<file path="config.mk">
export PLATFORM = sky130hd
export DESIGN_NAME = apb_rr_master
export DESIGN_NICKNAME = d
export VERILOG_FILES = /design/src/rtl/apb_rr_master.sv
export SDC_FILE = /design/constraint.sdc
export NUM_CORES = 1
export LEC_CHECK = 0
export CAP_MARGIN = 40
export CORE_ASPECT_RATIO = 0.8
export CORE_MARGIN = 3
export CORE_UTILIZATION = 35
export DETAILED_ROUTE_END_ITERATION = 8
export PLACE_DENSITY = 0.74
export SLEW_MARGIN = 20
export SYNTH_ARGS = -nofsm -noshare
export SYNTH_HDL_FRONTEND = slang
export SYNTH_SLANG_ARGS = --single-unit
</file>
<file path="constraint.sdc">
create_clock -name pclk_i -period 3.05 [get_ports pclk_i]
set_clock_uncertainty 0.15 [all_clocks]
set_input_delay 0.4575 -clock pclk_i [delete_from_list [all_inputs] [get_ports pclk_i]]
set_output_delay 0.4575 -clock pclk_i [all_outputs]
set_load 0.05 [all_outputs]
</file>
<file path="src/rtl/apb_rr_master.sv">
// Two-requester APB master with round-robin arbitration.
// Each granted request becomes one APB SETUP/ACCESS transfer. ACCESS waits on
// pready_i with a wait-state timeout, and the result (read data, error) is
// returned to the requester that owns the transfer with a one-cycle done pulse.
module apb_rr_master #(
  parameter int ADDR_W  = 8,
  parameter int DATA_W  = 32,
  parameter int TIMEOUT = 16
) (
  input  logic              pclk_i,
  input  logic              prst_i,
  input  logic              req0_i,
  input  logic              req1_i,
  input  logic              we0_i,
  input  logic              we1_i,
  input  logic [ADDR_W-1:0] addr0_i,
  input  logic [ADDR_W-1:0] addr1_i,
  input  logic [DATA_W-1:0] wdata0_i,
  input  logic [DATA_W-1:0] wdata1_i,
  output logic              gnt0_o,
  output logic              gnt1_o,
  output logic              done0_o,
  output logic              done1_o,
  output logic [DATA_W-1:0] rdata_o,
  output logic              err_o,
  output logic              psel_o,
  output logic              penable_o,
  output logic              pwrite_o,
  output logic [ADDR_W-1:0] paddr_o,
  output logic [DATA_W-1:0] pwdata_o,
  input  logic [DATA_W-1:0] prdata_i,
  input  logic              pready_i,
  input  logic              pslverr_i
);

  typedef enum logic [1:0] {
    IDLE   = 2'd0,
    SETUP  = 2'd1,
    ACCESS = 2'd2
  } state_t;

  // Last wait count before abort: the ACCESS cycle that would make the count
  // reach TIMEOUT is the one that aborts.
  localparam logic [7:0] WAIT_LAST = 8'(TIMEOUT - 1);

  state_t            state;
  state_t            state_nxt;
  logic              ptr;          // requester that wins a tie
  logic              ptr_nxt;
  logic              owner;        // requester owning the current transfer
  logic              owner_nxt;
  logic [7:0]        wait_cnt;
  logic [7:0]        wait_cnt_nxt;
  logic              winner;

  logic              gnt0_nxt;
  logic              gnt1_nxt;
  logic              done0_nxt;
  logic              done1_nxt;
  logic [DATA_W-1:0] rdata_nxt;
  logic              err_nxt;
  logic              psel_nxt;
  logic              penable_nxt;
  logic              pwrite_nxt;
  logic [ADDR_W-1:0] paddr_nxt;
  logic [DATA_W-1:0] pwdata_nxt;

  // Arbitration: a lone request wins outright, a tie goes to the pointer.
  always_comb begin
    winner = 1'b0;
    if (req0_i && req1_i) begin
      winner = ptr;
    end else if (req1_i) begin
      winner = 1'b1;
    end else begin
      winner = 1'b0;
    end
  end

  // Next-state and next-output logic for the transfer FSM.
  always_comb begin
    state_nxt    = state;
    ptr_nxt      = ptr;
    owner_nxt    = owner;
    wait_cnt_nxt = wait_cnt;
    gnt0_nxt     = 1'b0;
    gnt1_nxt     = 1'b0;
    done0_nxt    = 1'b0;
    done1_nxt    = 1'b0;
    rdata_nxt    = {DATA_W{1'b0}};
    err_nxt      = 1'b0;
    psel_nxt     = psel_o;
    penable_nxt  = penable_o;
    pwrite_nxt   = pwrite_o;
    paddr_nxt    = paddr_o;
    pwdata_nxt   = pwdata_o;

    case (state)
      IDLE: begin
        if (req0_i || req1_i) begin
          owner_nxt   = winner;
          ptr_nxt     = ~winner;
          psel_nxt    = 1'b1;
          penable_nxt = 1'b0;
          state_nxt   = SETUP;
          if (winner) begin
            gnt1_nxt   = 1'b1;
            pwrite_nxt = we1_i;
            paddr_nxt  = addr1_i;
            pwdata_nxt = wdata1_i;
          end else begin
            gnt0_nxt   = 1'b1;
            pwrite_nxt = we0_i;
            paddr_nxt  = addr0_i;
            pwdata_nxt = wdata0_i;
          end
        end else begin
          psel_nxt    = 1'b0;
          penable_nxt = 1'b0;
        end
      end

      SETUP: begin
        penable_nxt  = 1'b1;
        wait_cnt_nxt = 8'd0;
        state_nxt    = ACCESS;
      end

      ACCESS: begin
        if (pready_i) begin
          psel_nxt    = 1'b0;
          penable_nxt = 1'b0;
          done0_nxt   = ~owner;
          done1_nxt   = owner;
          err_nxt     = pslverr_i;
          rdata_nxt   = pwrite_o ? {DATA_W{1'b0}} : prdata_i;
          state_nxt   = IDLE;
        end else if (wait_cnt == WAIT_LAST) begin
          // Slave stalled for TIMEOUT cycles: abort with error, no data.
          wait_cnt_nxt = wait_cnt + 8'd1;
          psel_nxt     = 1'b0;
          penable_nxt  = 1'b0;
          done0_nxt    = ~owner;
          done1_nxt    = owner;
          err_nxt      = 1'b1;
          state_nxt    = IDLE;
        end else begin
          wait_cnt_nxt = wait_cnt + 8'd1;
        end
      end

      default: begin
        psel_nxt    = 1'b0;
        penable_nxt = 1'b0;
        state_nxt   = IDLE;
      end
    endcase
  end

  // FSM, arbitration and bookkeeping registers.
  always_ff @(posedge pclk_i or posedge prst_i) begin
    if (prst_i) begin
      state    <= IDLE;
      ptr      <= 1'b0;
      owner    <= 1'b0;
      wait_cnt <= 8'd0;
    end else begin
      state    <= state_nxt;
      ptr      <= ptr_nxt;
      owner    <= owner_nxt;
      wait_cnt <= wait_cnt_nxt;
    end
  end

  // Registered outputs toward requesters and the APB slave.
  always_ff @(posedge pclk_i or posedge prst_i) begin
    if (prst_i) begin
      gnt0_o    <= 1'b0;
      gnt1_o    <= 1'b0;
      done0_o   <= 1'b0;
      done1_o   <= 1'b0;
      rdata_o   <= {DATA_W{1'b0}};
      err_o     <= 1'b0;
      psel_o    <= 1'b0;
      penable_o <= 1'b0;
      pwrite_o  <= 1'b0;
      paddr_o   <= {ADDR_W{1'b0}};
      pwdata_o  <= {DATA_W{1'b0}};
    end else begin
      gnt0_o    <= gnt0_nxt;
      gnt1_o    <= gnt1_nxt;
      done0_o   <= done0_nxt;
      done1_o   <= done1_nxt;
      rdata_o   <= rdata_nxt;
      err_o     <= err_nxt;
      psel_o    <= psel_nxt;
      penable_o <= penable_nxt;
      pwrite_o  <= pwrite_nxt;
      paddr_o   <= paddr_nxt;
      pwdata_o  <= pwdata_nxt;
    end
  end

endmodule

</file>
==> metrics.csv <==
stage;metric;value;unit
status;status;finished, final reports clean;
route;total wire length;11.5;mm
placement;GPL Wtd Cong;0.785;
yosys;Seq/Total Area, Yosys;61.9;%
route;Routed Antenna Nets;0;
yosys;Mapped Area;3720;µm²
floorplanning;DIE WIDTH;121;µm
min_path;min-delay worst type;reg2reg;
clocking;Clock Tree Buf Depth;2;
yosys;Top FF cell, synth;dfrtp_1;
yosys;post-synth top area cell;dfrtp_1;
finish;post-layout instance area;6180;µm²
timing;Hold Vio Cnt, Final;0;
setup_path;CP Launch Type;input pin;
floorplanning;die area;11900;µm²
clocking;CTS tree;done;
placement;post-detail-place hpwl;8.30;mm
timing;max-slew violations;0;
clocking;Skew-Pair Late Insertion Delay;0.33;ns
route;DR vias/cell;5.12;
clocking;cts bufs inserted;9;
grt;initial antenna violation count;1;
grt;gr ovfl total;0;
setup_path;Max FO, Critical Path;28;
timing;Highest Clock Rate;444;MHz
clocking;cts hold-fix bufs;0;
yosys;Synth Area in XOR/XNOR;0;%
setup_path;Largest stage delay, worst path;0.67;ns
timing;crit path time final;2.25;ns
min_path;Min-Delay Path Depth;1;
clocking;post-CTS sizing;0;
clocking;maximum level of the CTS H-tree;3;
yosys;Warnings, synthesis;0;
setup_path;CP Buf/Inv Count;2;
route;mean routed wirelength per cell;18.0;µm
setup_path;crit path kind;in2reg;
finish;Layout area overhead;66.4;%
job;max_cap viols;0;
route;vias post-DR;3252;
grt;global-route wire length before repair;18.1;mm
yosys;count leader, synth;dfrtp_1;
floorplanning;effective utilization at floorplan;37.1;%
grt;largest net degree at the start of global routing;59;
floorplanning;Site Rows;32;
yosys;top-area cell type share of the netlist area;61.9;%
placement;Buffers on Ports;199;
floorplanning;Chip Height;98.2;µm
yosys;share of synthesized flip-flops with an asynchronous set or reset;100;%
clocking;clock sink count;92;
setup_path;critical path cell sequence;clkdlybuf4s50_1 > or2_2 > buf_4 > a21boi_0 > a221o_1;
clocking;setup bufs post-CTS;0;
yosys;post-synthesis average cell area;12.4;µm²
clocking;clk slew on worst S/H paths;0.06;ns
route;drt initial violations;169;
setup_path;WP data required;3.11;ns
setup_path;Worst path top cell family by delay;buffers and inverters;
route;first drt pass iteration count;4;
timing;actual slew at the worst max-slew pin;0.640;ns
yosys;Post-synth EDFFs;0;
setup_path;Crit-path slowest cell;clkdlybuf4s50_1;
setup_path;Register-to-Register Path Depth;4;
setup_path;Critical Path End Type;flop;
yosys;multiplexer area fraction after synthesis;0.808;%
power_and_ir_drop;PwrDens;967;nW/µm²
setup_path;Levels on crit path;5;
power_and_ir_drop;Peak VDD IR;0.591;mV
timing;Slew HR;57.3;%
yosys;top post-synthesis cells by area;dfrtp_1 (62%), a221o_1 (9.4%), a21boi_0 (7.1%);
yosys;Synth Area in Compound Gates;22.1;%
clocking;root buf cell;clkbuf_16;
yosys;adder-cell area share of the yosys netlist;0.337;%
yosys;syn_nets;420;
yosys;Yosys cell types;35;
yosys;Yosys reg bits;92;
route;drc violations;0;
power_and_ir_drop;Lkg Pwr;2.61;nW
finish;# nets final;614;
finish;share of layout cells above drive strength 1;5.62;%
yosys;post-synthesis simple-gate area fraction;11.5;%
setup_path;CP arrival;2.31;ns
yosys;largest family of logic cells by synthesized area;compound AO/OA/AOI/OAI gates;
timing;total negative setup slack;0;ns
placement;Cell Area, Placed;5860;µm²
timing;Tcrit/Tclk final;73.9;%
yosys;Syn Inst Count;299;
yosys;top cells by count, synth;dfrtp_1 (92), a21boi_0 (35), a221o_1 (35);
floorplanning;CORE AREA;10000;µm²
timing;RSZ-0062 raised after global routing;false;
grt;Total GRT Usage;19.3;%
grt;number of global-route vias before repair;3425;
timing;final setup vio count;0;
floorplanning;io pins;200;
## area by class of cell
| type | instances | area (µm²) |
|---|---|---|
| clock inverter | 5 | 83.8 |
| fill | 815 | 3820 |
| antenna | 1 | 2.50 |
| clock buffer | 11 | 243 |
| timing repair buffer | 206 | 2060 |
| inverter | 6 | 23.8 |
| sequential | 92 | 2300 |
| tap | 136 | 170 |
| multi-input combinational | 178 | 1300 |
## state kept, by name (all words and copies together), names as in the netlist
signal	cells
done0_o	1
rdata_o	32
pwdata_o	32
owner	1
gnt1_o	1
penable_o	1
gnt0_o	1
paddr_o	8
done1_o	1
psel_o	1
wait_cnt	8
err_o	1
state	2
pwrite_o	1
ptr	1
## routing by layer
layer	up-vias	GRT usage, %	wire length (µm)
met1	1611	23.7	4570
met4	0	6.37	224
met2	130	31.9	5720
met5	-	0	0
met3	15	6.77	933
li1	1496	-	-
## cell families after synthesis
kind of cell | count (synthesis)
AOI/OAI and AO/OA | 104
adders and majority gates | 1
buffers and inverters | 29
DFF | 92
muxes | 3
and+or+nand+nor | 70
## path summary, 6_finish.rpt
check | end | start | slack [ns]
worst max-delay path | paddr_o[4]$_DFFE_PP0P_ | req1_i | 0.80
worst min-delay path | done0_o$_DFF_PP0_ | owner$_DFFE_PP0P_ | 0.31
worst max register to register | paddr_o[4]$_DFFE_PP0P_ | state[1]$_DFFE_PP0P_ | 0.90
worst min register to register | done0_o$_DFF_PP0_ | owner$_DFFE_PP0P_ | 0.31
max in group asynchronous | rdata_o[26]$_DFF_PP0_ | prst_i | 1.68
min in group asynchronous | rdata_o[18]$_DFF_PP0_ | prst_i | 0.35
## report_power, final
part | total (mW) | switching [mW] | internal (mW)
sequential | 1.80 | 0.218 | 1.59
combinational | 2.98 | 1.87 | 1.11
clock | 1.20 | 0.459 | 0.744
total | 5.98 | 2.55 | 3.44
## through the flow
stage / utilization (%) / hold WS [ns] / std cells / power, mW / setup slack (ns)
after floorplan: - / 0.273 / 299 / 3.71 / 0.0505
after global placement: 58.5 / 0.293 / 618 / 4.74 / 0.600
after detailed placement: 58.5 / 0.305 / 618 / 4.80 / 0.438
after CTS: 61.8 / 0.311 / 634 / 6.03 / 0.793
after global routing: 61.8 / 0.322 / 635 / 6.29 / 0.700
final: 61.8 / 0.312 / 635 / 5.98 / 0.796
## layout by cell type (no fill, tap or decap), drive strengths merged, types with 2 or more instances in the layout
cell type	n
a21o	2
clkdlybuf4s50	199
a21oi	8
a31oi	7
a21boi	35
o21ai	9
bufinv	2
o311ai	2
nand3	4
or3	2
nor4	2
mux2i	3
inv	6
clkbuf	11
nand3b	6
nand2b	2
and2	32
clkinvlp	2
nand2	12
dfrtp	92
buf	7
nor3b	3
o41ai	2
a221o	35
Note: power is estimated with default switching activity, not from simulation.
